`config.mk`:
```
export PLATFORM = sky130hd
export DESIGN_NAME = onewire_tconv
export DESIGN_NICKNAME = d
export VERILOG_FILES = /design/src/rtl/onewire_tconv.sv
export SDC_FILE = /design/constraint.sdc
export NUM_CORES = 1
export LEC_CHECK = 0
export ABC_AREA = 1
export CORE_MARGIN = 2
export CORE_UTILIZATION = 40
export DETAILED_ROUTE_END_ITERATION = 7
export GPL_ROUTABILITY_DRIVEN = 0
export REMOVE_ABC_BUFFERS = 1
export SYNTH_ARGS = -nofsm -noshare
export SYNTH_HDL_FRONTEND = slang
export SYNTH_SLANG_ARGS = --single-unit
```
`constraint.sdc`:
```
create_clock -name clk_300 -period 5.5 [get_ports clk_300]
set_input_delay 0.825 -clock clk_300 [delete_from_list [all_inputs] [get_ports clk_300]]
set_output_delay 0.825 -clock clk_300 [all_outputs]
set_load 0.03 [all_outputs]
```
`src/rtl/onewire_tconv.sv`:
```
// Temperature-conversion sequencer: times the ConvertT window for the selected
// resolution, powers and handshakes the ADC, and formats the captured sample.
module onewire_tconv #(
    parameter int unsigned TCONV9 = 28125,
    parameter int unsigned SETTLE = 300
) (
    input  logic        clk_300,
    input  logic        owpo_rst,
    input  logic        owam_convert,
    input  logic [7:0]  owam_cfg,
    input  logic        owam_ppm,
    input  logic        adc_ack,
    input  logic [11:0] adc_data,
    output logic        adc_en,
    output logic        adc_req,
    output logic [15:0] owam_temp,
    output logic        owam_ctok,
    output logic        owam_busy,
    output logic        owam_spu,
    output logic        owam_cterr
);

    localparam int unsigned CW = 18;
    localparam logic [CW-1:0] TCONV_W  = CW'(TCONV9);
    localparam logic [CW-1:0] SETTLE_W = CW'(SETTLE);
    localparam logic [15:0]   TEMP_POR = 16'h0550;

    typedef enum logic [1:0] {
        IDLE,
        CONV,
        DONE
    } state_t;

    state_t         state_q, state_d;
    logic [CW-1:0]  elapsed_q, elapsed_d;
    logic [CW-1:0]  last_q, last_d;
    logic [1:0]     res_q, res_d;
    logic           captured_q, captured_d;
    logic [11:0]    sample_q, sample_d;
    logic           adc_en_d, adc_req_d, ctok_d, busy_d, cterr_d;
    logic [15:0]    temp_d;

    // Only the resolution field of the config register matters here.
    logic unused_cfg;
    assign unused_cfg = ^{owam_cfg[7], owam_cfg[4:0]};

    // Sign-extend and clear the LSBs below the selected resolution.
    function automatic logic [15:0] fmt_temp(input logic [11:0] s, input logic [1:0] r);
        logic [15:0] ext;
        ext = {{4{s[11]}}, s};
        case (r)
            2'b00:   fmt_temp = ext & 16'hFFF8;
            2'b01:   fmt_temp = ext & 16'hFFFC;
            2'b10:   fmt_temp = ext & 16'hFFFE;
            default: fmt_temp = ext;
        endcase
    endfunction

    always_ff @(posedge clk_300 or posedge owpo_rst) begin
        if (owpo_rst) begin
            state_q    <= IDLE;
            elapsed_q  <= '0;
            last_q     <= '0;
            res_q      <= 2'b00;
            captured_q <= 1'b0;
            sample_q   <= '0;
            adc_en     <= 1'b0;
            adc_req    <= 1'b0;
            owam_temp  <= TEMP_POR;
            owam_ctok  <= 1'b0;
            owam_busy  <= 1'b0;
            owam_spu   <= 1'b0;
            owam_cterr <= 1'b0;
        end else begin
            state_q    <= state_d;
            elapsed_q  <= elapsed_d;
            last_q     <= last_d;
            res_q      <= res_d;
            captured_q <= captured_d;
            sample_q   <= sample_d;
            adc_en     <= adc_en_d;
            adc_req    <= adc_req_d;
            owam_temp  <= temp_d;
            owam_ctok  <= ctok_d;
            owam_busy  <= busy_d;
            owam_spu   <= owam_busy & owam_ppm;
            owam_cterr <= cterr_d;
        end
    end

    always_comb begin
        state_d    = state_q;
        elapsed_d  = elapsed_q;
        last_d     = last_q;
        res_d      = res_q;
        captured_d = captured_q;
        sample_d   = sample_q;
        adc_en_d   = adc_en;
        adc_req_d  = adc_req;
        temp_d     = owam_temp;
        ctok_d     = 1'b0;
        busy_d     = owam_busy;
        cterr_d    = owam_cterr;

        case (state_q)
            IDLE: begin
                if (owam_convert) begin
                    state_d    = CONV;
                    res_d      = owam_cfg[6:5];
                    last_d     = (TCONV_W << owam_cfg[6:5]) - CW'(1);
                    elapsed_d  = '0;
                    captured_d = 1'b0;
                    cterr_d    = 1'b0;
                    adc_en_d   = 1'b1;
                    busy_d     = 1'b1;
                end
            end
            CONV: begin
                elapsed_d = elapsed_q + CW'(1);
                if (elapsed_q + CW'(1) == SETTLE_W) begin
                    adc_req_d = 1'b1;
                end
                // First ack while requesting wins, including on the final window cycle.
                if (adc_ack && adc_req && !captured_q) begin
                    sample_d   = adc_data;
                    captured_d = 1'b1;
                    adc_req_d  = 1'b0;
                end
                if (elapsed_q == last_q) begin
                    state_d = DONE;
                end
            end
            DONE: begin
                state_d   = IDLE;
                ctok_d    = 1'b1;
                busy_d    = 1'b0;
                adc_en_d  = 1'b0;
                adc_req_d = 1'b0;
                if (captured_q) begin
                    temp_d = fmt_temp(sample_q, res_q);
                end else begin
                    cterr_d = 1'b1;
                end
            end
            default: state_d = IDLE;
        endcase
    end

endmodule

```
==> results of run 1 <==
worst min-delay path by stage:
stage                  from           end  slack, ps  depth (start not counted)
4_1_cts        owam_temp[8]  owam_temp[8]        470                          2
2_1_floorplan    captured_q    owam_cterr        440                          1
3_5_place_dp   owam_temp[8]  owam_temp[8]        450                          2
5_1_grt        owam_temp[6]  owam_temp[6]        480                          2
6_report         captured_q    owam_cterr        460                          1
3_3_place_gp   owam_temp[8]  owam_temp[8]        450                          2
layout by cell type, fill, tap and decap left out, types with 2 or more instances in the layout:
cell type          n
clkbuf_8          10
xor2_1             4
nor2_1            31
nor2_4             3
nand2_2            7
clkinvlp_4         2
dfstp_2            4
nand3_1           19
o21ai_0           33
nor3_1             2
o22ai_1           10
inv_1             38
o21ai_1            2
buf_4              2
clkdlybuf4s50_1   40
nand2_1          145
nor2_2             5
bufinv_16          2
a21oi_1            2
nand4_1            8
ha_1               9
dfrtp_1           59
inv_2              2
where the power goes:
part,switching (mW),internal (mW)
Clock,0.187,0.270
Sequential,0.0000920,0.464
Combinational,0.0154,0.0141
metal layers:
metal  vias to the layer above  GRT usage, %  wire (um)
met4                         0          7.23        142
met1                      1239          23.1       3360
met5                         -             0          0
met3                        13          4.92        278
met2                        50          28.2       3300
li1                       1359             -          -
worst max-delay path, stage by stage:
cell	delay, ps
clkdlybuf4s50_1	470
nand2_1	380
inv_1	350
nor2_1	110
inv_1	410
o21ai_0	150
sequential cells by signal, summed over array words and instances, names as in the netlist:
| signal | flops |
|---|---|
| captured_q | 1 |
| sample_q | 12 |
| owam_spu | 1 |
| owam_temp | 12 |
| adc_req | 1 |
| res_q | 2 |
| last_q | 11 |
| state_q | 2 |
| owam_busy | 1 |
| owam_cterr | 1 |
| elapsed_q | 18 |
| owam_ctok | 1 |
through the flow:
step           hold WS (ps)  utilization, %  cell area (um^2)  total power [mW]  instances
6_report                465            50.3              3890             0.950        550
5_1_grt                 483            50.3              3890             0.986        550
3_3_place_gp            453            47.3              3660             0.503        534
4_1_cts                 466            50.3              3890             0.966        550
2_1_floorplan           438               -              3110             0.484        390
3_5_place_dp            454            47.3              3660             0.503        534
kinds of logic (layout without fill, tap and decap cells):
family	count (synthesis)	in the layout
buffers and inverters	53	98
xor gates and xnor gates	5	5
and+or+nand+nor	222	222
adders and majority gates	9	9
AOI/OAI and AO/OA	51	51
DFF	63	63
area by class of cell:
cell class	instances	share of cell area, %
clock buffers	10	3.54
clock inverters	6	2.38
inverters	40	3.86
multi-input cells	287	35.5
flip-flops and latches	63	40.7
well taps	102	3.28
repair buffers	42	10.7
==> metrics.yaml, run 1 <==
post_cts_buffers: 0
critPathLaunch: "owam_convert"
reg2reg_to: "elapsed_q[13]"
drv_slew: 0
pre_cts_ws_ps: 2610
register_area_mm2: 0.00158
synth_ff_type: "dfrtp_1"
maxCapViolCount: 0
endpoint_kind: "flop"
synth_fa_ha_area_share_pct: 3.53
synth_compound_area_share_pct: 8.82
grt_pass1_wl_um: 12000
grt_pass1_vias: 2576
syn_avg_cell_area_um2: 7.92
cts-root-buf: "clkbuf_8"
synth_cell_types: 29
fmax_mhz: 400
synthArstFlopShare_pct: 100
yosysWarningCount: 0
netlist_area_mm2: 0.00319
post-route-period-util_pct: 45.5
cts_resized: 0
cts_hold_buffers: 0
r2r_start: "state_q[1]"
synth-xor-area-share_pct: 1.37
synth_top_area_share_pct: 46.3
numCtsBuffers: 9
power_density_mw_per_mm2: 244
antennaDiodeCount: 0
multi_input_area_mm2: 0.00138
worst_setup_path_start_kind: "input port"
netlist_top_cells_count: "145 x nand2_1, 59 x dfrtp_1, 39 x inv_1"
ys_seq_elements: 63
ir_drop_mv: 0.141
dr.first_iter.drc_count: 90
grt_use_total_pct: 17.8
clkLatencyLatePin_ps: 340
fin_nets: 477
power.leakage_nw: 1.88
hp-class: "flop to flop"
rr_worst_depth: 6
worst_slew_pin_slew_ps: 799
io_pins: 47
dp_hpwl_um: 5020
row_count: 32
die-height_um: 93.3
core-area_mm2: 0.00773
synth_seq_area_share_pct: 49.6
synth_edf_count: 0
clock-sinks: 63
synth_top_cell_by_area: "dfrtp_1"
crit_arrival_ps: 2700
criticalPathCategory: "input port to flop"
start_util_pct: 41.3
port_buffers: 40
rsz0062_at_grt: "no"
finalSetupViolCount: 0
clock_path_buffers: 2
area_growth_pct: 21.8
synth.most_common_cell: "nand2_1"
drc: 0
post_drt_wl_per_cell_um: 12.9
antenna_found_initial: 0
final.min_clock_period_ps: 2500
fin_skew_ps: 6.93
relSlewSlack_pct: 46.7
fin_setup_tns_ps: 0
dr_total_vias: 2661
endpoint: "elapsed_q[13]"
yosys.area_share.simple_pct: 29.6
die_area_mm2: 0.00871
die-width_um: 93.3
overflow: 0
required_ps: 5700
via_per_inst: 4.84
finalWorstSetupSlack_ps: 3000
drtAntennaViolNets: 0
synthCells: 403
routed_wirelength_um: 7080
status: "finished clean"
ctsHtreeMaxLevel: 3
clk_pin_slew_ps: 70
synthMuxAreaShare_pct: 0
fill_cells: 752
drt-pass1-iter-count: 4
worst-path-max-fanout: 23
ys_top_cells_by_area: "dfrtp_1 46%, nand2_1 17%, o21ai_0 5.2%"
cts_tree: "done"
grt_max_degree: 64
synth_top_family_by_area: "simple AND/OR/NAND/NOR gates"
hold_viol_final: 0
r2r_slack_ps: 3450
drive_gt1_share_pct: 8.93
No activity file was read; power rests on OpenSTA's default activity.
==> run 2, diff against run 1 <==
- clock period: 5.5 -> 2.23 ns (I/O delays scaled with it)
==> run 2 against run 1 <==
Register-to-register slack lost 3100 ps. Sequential share of layout area shrank 0.38 points. Via count grew 0.94%. Highest routed layer unchanged.
==> metrics.yaml, run 2 (synthesis results as in run 1) <==
dpl.cell_count: 539  # +0.94%
path_depth: 1  # -5
antenna_found_initial: 0  # unchanged
finalPower_mw: 2.25  # +140%
dp_hpwl_um: 5350  # +6.8%
rsz0062_at_grt: "no"
fill_cells: 743  # -1.2%
layout.cells.non_filler: 555  # +0.91%
r2r_start: "elapsed_q[0]"
maxCapViolCount: 0  # unchanged
fin_skew_ps: 10.6  # +3.70 ps
finalSetupViolCount: 0  # unchanged
finalWorstSetupSlack_ps: 347  # -2650 ps
drt-pass1-iter-count: 4  # unchanged
numCtsBuffers: 9  # unchanged
rr_worst_depth: 13  # +7
clk_pin_slew_ps: 80  # about the same
crit_buf_inv: 1  # -2
power_switching_mw: 0.541  # +170%
grt_pass1_wl_um: 13200  # +9.9%
hp-class: "input port to asynchronous set/reset pin"
crit_family: "buffers and inverters"
critPathLaunch: "owam_temp[8]"
crit_arrival_ps: 1550  # -1150 ps
antennaDiodeCount: 0  # unchanged
dr_total_vias: 2686  # +0.94%
start_util_pct: 41.3  # unchanged
row_count: 32  # unchanged
power.leakage_nw: 1.90  # +1.0%
worst_slew_pin_slew_ps: 552  # -247 ps
cts_tree: "done"
drtAntennaViolNets: 0  # unchanged
routed_wirelength_um: 7410  # +4.6%
hold_viol_final: 0  # unchanged
worst-path-max-fanout: 2  # -91%
largest_reg_flops: 18  # unchanged
grt_use_total_pct: 19.5  # +1.7 points
clock_path_buffers: 2  # unchanged
post-route-period-util_pct: 84.4
pre_cts_ws_ps: 310  # -2300 ps
worstPathCellList: "clkdlybuf4s50_1"
io_pins: 47  # unchanged
core-area_mm2: 0.00773  # unchanged
die_area_mm2: 0.00871  # unchanged
grt_max_degree: 29  # -55%
fin_nets: 482  # +1.0%
post_cts_buffers: 0  # unchanged
die-width_um: 93.3  # unchanged
fin_setup_tns_ps: 0  # unchanged
combPwrFrac_pct: 3.5  # +0.4 points
die-height_um: 93.3  # unchanged
cts_hold_buffers: 0  # unchanged
cts_resized: 0  # unchanged
criticalPathCategory: "flop to output port"
ir_drop_mv: 0.335  # +140%
endpoint: "owam_temp[8]"
required_ps: 1900  # -3800 ps
via_per_inst: 4.84  # about the same
pwr-share-seq_pct: 50.7  # +1.9 points
p_int_mw: 1.71  # +130%
area_growth_pct: 22.9
max_stage_delay_ps: 660  # +190 ps
port_buffers: 40  # unchanged
slowest_stage: "clkdlybuf4s50_1"
final_cell_mix: "145 x nand2_1, 59 x dfrtp_1, 40 x clkdlybuf4s50_1"
post_drt_wl_per_cell_um: 13.3  # +3.7%
clock-sinks: 63  # unchanged
status: "finished clean"
layout_commonest_cell: "nand2_1"
clkLatencyLatePin_ps: 350  # about the same
fmax_mhz: 531
cts-root-buf: "clkbuf_8"
drive_gt1_share_pct: 9.93  # +1.0 points
whs_ps: 304  # -161 ps
relSlewSlack_pct: 63.1  # +16 points
p_sw_share_pct: 24.0  # +2.7 points
drv_slew: 0  # unchanged
grt_pass1_vias: 2721  # +5.6%
power_density_mw_per_mm2: 575  # +140%
dr.first_iter.drc_count: 171  # +90%
r2r_slack_ps: 360  # -3090 ps
reg2reg_to: "adc_req"
drc: 0  # unchanged
worst_setup_path_start_kind: "flop"
pwr-share-clk_pct: 45.8  # -2.3 points
reg.largest.list: "elapsed_q (18), owam_temp (12), sample_q (12)"
ctsHtreeMaxLevel: 3  # unchanged
endpoint_kind: "output port"
final.min_clock_period_ps: 1880
largest-register: "elapsed_q"
overflow: 0  # unchanged
-- run 2: cell count changes in the layout (fill, tap and decap cells not counted), sizes merged --
cell / previous run / this run
buf: 2 / 7
inv: 41 / 43
bufinv: 2 / 1
clkbuf: 10 / 9
-- run 2: metrics by stage --
stage                     instance area, um^2  util (%)
after floorplan                          3110         -
after global placement                   3720      48.1
after detailed placement                 3720      48.1
after CTS                                3920      50.8
after global routing                     3920      50.8
final                                    3920      50.8
-- run 2: worst reg2reg max path, cell delays in order, from the launching register on --
cell     delay, ps
dfrtp_1        430
ha_1           230
nand2_1        100
nor2_2         250
nand2_2        120
nand2_2         80
nand2_2         60
nor2_2          70
nand2_1         70
nor2_1          90
nand2_1         50
nor2_1         110
nor2_1          50
nor2_1          80
-- run 2: power by group through the flow --
stage	Clock, mW	Sequential [mW]	Combinational, mW
2_1_floorplan	0	1.17	0.0259
3_3_place_gp	0	1.17	0.0823
3_5_place_dp	0	1.17	0.0827
4_1_cts	1.06	1.14	0.0830
5_1_grt	1.11	1.14	0.0908
6_report	1.03	1.14	0.0797
-- run 2: layout make-up --
type                    instances  area [um^2]  area share (%)
clock buffers                   9          124            3.16
clock inverters                 7         80.1            2.04
inverters                      40          150            3.83
multi-input cells             287         1380            35.2
flip-flops and latches         63         1580            40.3
well taps                     102          128            3.25
repair buffers                 47          478            12.2
-- run 2: metal layers --
layer	up-vias	GRT usage, %	routed length [um]
met2	74	29.4	3410
li1	1358	-	-
met1	1246	27.6	3470
met3	8	5.72	449
met4	0	5.15	85
met5	-	0	0
-- run 2: worst min path at each step --
stage | endpoint | slack (ps) | cells after the start
finish | elapsed_q[14] | 300 | 2
global route | elapsed_q[1] | 330 | 2
detailed placement | owam_temp[6] | 460 | 2
global placement | owam_cterr | 450 | 1
floorplan | owam_cterr | 440 | 1
CTS | elapsed_q[1] | 310 | 2
==> run 3, diff against run 2 <==
- clock period: 2.23 -> 1.8 ns (I/O delays scaled with it)
==> run 3 against run 2 <==
Non-clock buffer count increased by 6. Sequential share of layout area down 1.1 points. Flip-flop and latch count unchanged. Clock skew decreased by 2.9 ps. Clock power up 37%. Wire length grew 1.5%. Critical path depth unchanged. Design area increased by 3.1%. Global-route usage down 0.84 points. Combinational power is 21% higher. Sequential power increased by 25%. Critical path type unchanged.
==> metrics.yaml, run 3 (synthesis results as in run 1) <==
slowest_stage: "clkdlybuf4s50_1"
grt_use_total_pct: 18.7  # -0.84 points
drive_gt1_share_pct: 13.1  # +3.1 points
power_density_mw_per_mm2: 723  # +26%
largest-register: "elapsed_q"
register_area_mm2: 0.00159  # +0.24%
clk_pin_slew_ps: 80  # about the same
dpl.cell_count: 543  # +0.74%
ctsHtreeMaxLevel: 3  # unchanged
max_stage_delay_ps: 700  # +40 ps
area_growth_pct: 26.7
fin_skew_ps: 7.74  # -2.89 ps
crit_buf_inv: 1  # unchanged
criticalPathCategory: "flop to output port"
crit_family: "buffers and inverters"
drc: 0  # unchanged
die-height_um: 93.3  # unchanged
dr_total_vias: 2721  # +1.3%
fin_nets: 488  # +1.2%
status: "finished clean"
maxCapViolCount: 0  # unchanged
worst_setup_path_start_kind: "flop"
power.leakage_nw: 1.99  # +4.5%
post_drt_wl_per_cell_um: 13.4  # +0.41%
fmax_mhz: 576
ir_drop_mv: 0.351  # +4.5%
fill_cells: 747  # +0.54%
cts-root-buf: "clkbuf_8"
clock_path_buffers: 2  # unchanged
finalWorstSetupSlack_ps: 65.2  # -282 ps
row_count: 32  # unchanged
use_met1_pct: 25.3  # -2.2 points
grt.busiest_layer: "met2"
grt_util_met2_pct: 28.7  # -0.72 points
drt-pass1-iter-count: 4  # unchanged
r2r_start: "elapsed_q[0]"
required_ps: 1530  # -370 ps
use_met3_pct: 3.63  # -2.1 points
largest_reg_flops: 18  # unchanged
fin_area_mm2: 0.00404  # +3.1%
antennaDiodeCount: 0  # unchanged
placed_area_mm2: 0.00376  # +1.1%
layout.cells.non_filler: 561  # +1.1%
port_buffers: 40  # unchanged
post-route-period-util_pct: 96.4
clkLatencyLatePin_ps: 340  # about the same
final_cell_mix: "143 x nand2_1, 56 x dfrtp_1, 38 x inv_1"
r2r_slack_ps: 150  # -210 ps
worst-path-max-fanout: 6  # +4
reg2reg_to: "adc_req"
grt_pass1_wl_um: 12600  # -4.9%
endpoint: "owam_temp[12]"
dr.first_iter.drc_count: 109  # -36%
cts_tree: "done"
pre_cts_ws_ps: 41.8  # -268 ps
layout_commonest_cell: "nand2_1"
hp-class: "input port to asynchronous set/reset pin"
finalSetupViolCount: 0  # unchanged
io_pins: 47  # unchanged
worstPathCellList: "clkdlybuf4s50_1"
core-area_mm2: 0.00773  # unchanged
antenna_found_initial: 0  # unchanged
reg.largest.list: "elapsed_q (18), owam_temp (12), sample_q (12)"
final.min_clock_period_ps: 1730
endpoint_kind: "output port"
grt_max_degree: 64  # +120%
rr_worst_depth: 11  # -2
start_util_pct: 41.3  # unchanged
via_per_inst: 4.85  # +0.22%
finalPower_mw: 2.93  # +30%
critPathLaunch: "owam_temp[11]"
overflow: 0  # unchanged
crit_arrival_ps: 1460  # -90 ps
numCtsBuffers: 9  # unchanged
routed_wirelength_um: 7520  # +1.5%
drtAntennaViolNets: 0  # unchanged
die-width_um: 93.3  # unchanged
worst_slew_pin_slew_ps: 507  # -45.6 ps
dp_hpwl_um: 5240  # -2.2%
relSlewSlack_pct: 66.2  # +3.0 points
rsz0062_at_grt: "yes"
drv_slew: 0  # unchanged
hold_viol_final: 0  # unchanged
die_area_mm2: 0.00871  # unchanged
grt_pass1_vias: 2666  # -2.0%
multi_input_area_mm2: 0.00142  # +2.5%
clock-sinks: 63  # unchanged
path_depth: 1  # unchanged
==> run 3: power by group <==
group	switching (mW)	leakage, nW	internal, mW
Sequential	0.000313	0.808	1.42
Clock	0.589	0.113	0.824
Combinational	0.0484	1.07	0.0478
Total	0.638	1.99	2.29
==> run 3: routing by layer <==
| layer | vias to the layer above | part of all wire [%] |
|---|---|---|
| li1 | 1381 | - |
| met1 | 1271 | 47 |
| met2 | 59 | 47 |
| met3 | 10 | 4.1 |
| met4 | 0 | 1.4 |
| met5 | - | 0 |
==> run 3: repair_timing <==
action,CTS,global route
buffers inserted,0,2
gates resized for setup,4,14
endpoints found under the setup margin,4,2
hold buffers,0,0
endpoints found under the hold margin,0,0
gates cloned,0,0
pin swaps,0,6
==> run 3: cell type report <==
class | count | area share, %
Sequential cell | 63 | 39.2
Multi-Input combinational cell | 287 | 35.0
Clock inverter | 6 | 2.32
Clock buffer | 10 | 3.40
Inverter | 40 | 3.71
Tap cell | 102 | 3.16
Timing Repair Buffer | 53 | 13.2
==> run 3: per-stage QoR <==
stage / TNS (ps) / utilization, % / hold WS, ps
6_report: 0 / 52.3 / 313
5_1_grt: -35.9 / 52.3 / 337
4_1_cts: 0 / 51.6 / 320
3_5_place_dp: 0 / 48.7 / 455
3_3_place_gp: 0 / 48.7 / 450
2_1_floorplan: -3840 / - / 374
==> run 3: worst min-delay path by stage <==
stage	startpoint	to	slack (ps)	cells past startpoint
4_1_cts	owpo_rst	sample_q[3]	320	3
3_3_place_gp	captured_q	owam_cterr	450	1
3_5_place_dp	owam_temp[8]	owam_temp[8]	460	2
2_1_floorplan	owam_ppm	owam_spu	370	2
6_report	owpo_rst	sample_q[3]	310	3
5_1_grt	owpo_rst	sample_q[3]	340	3
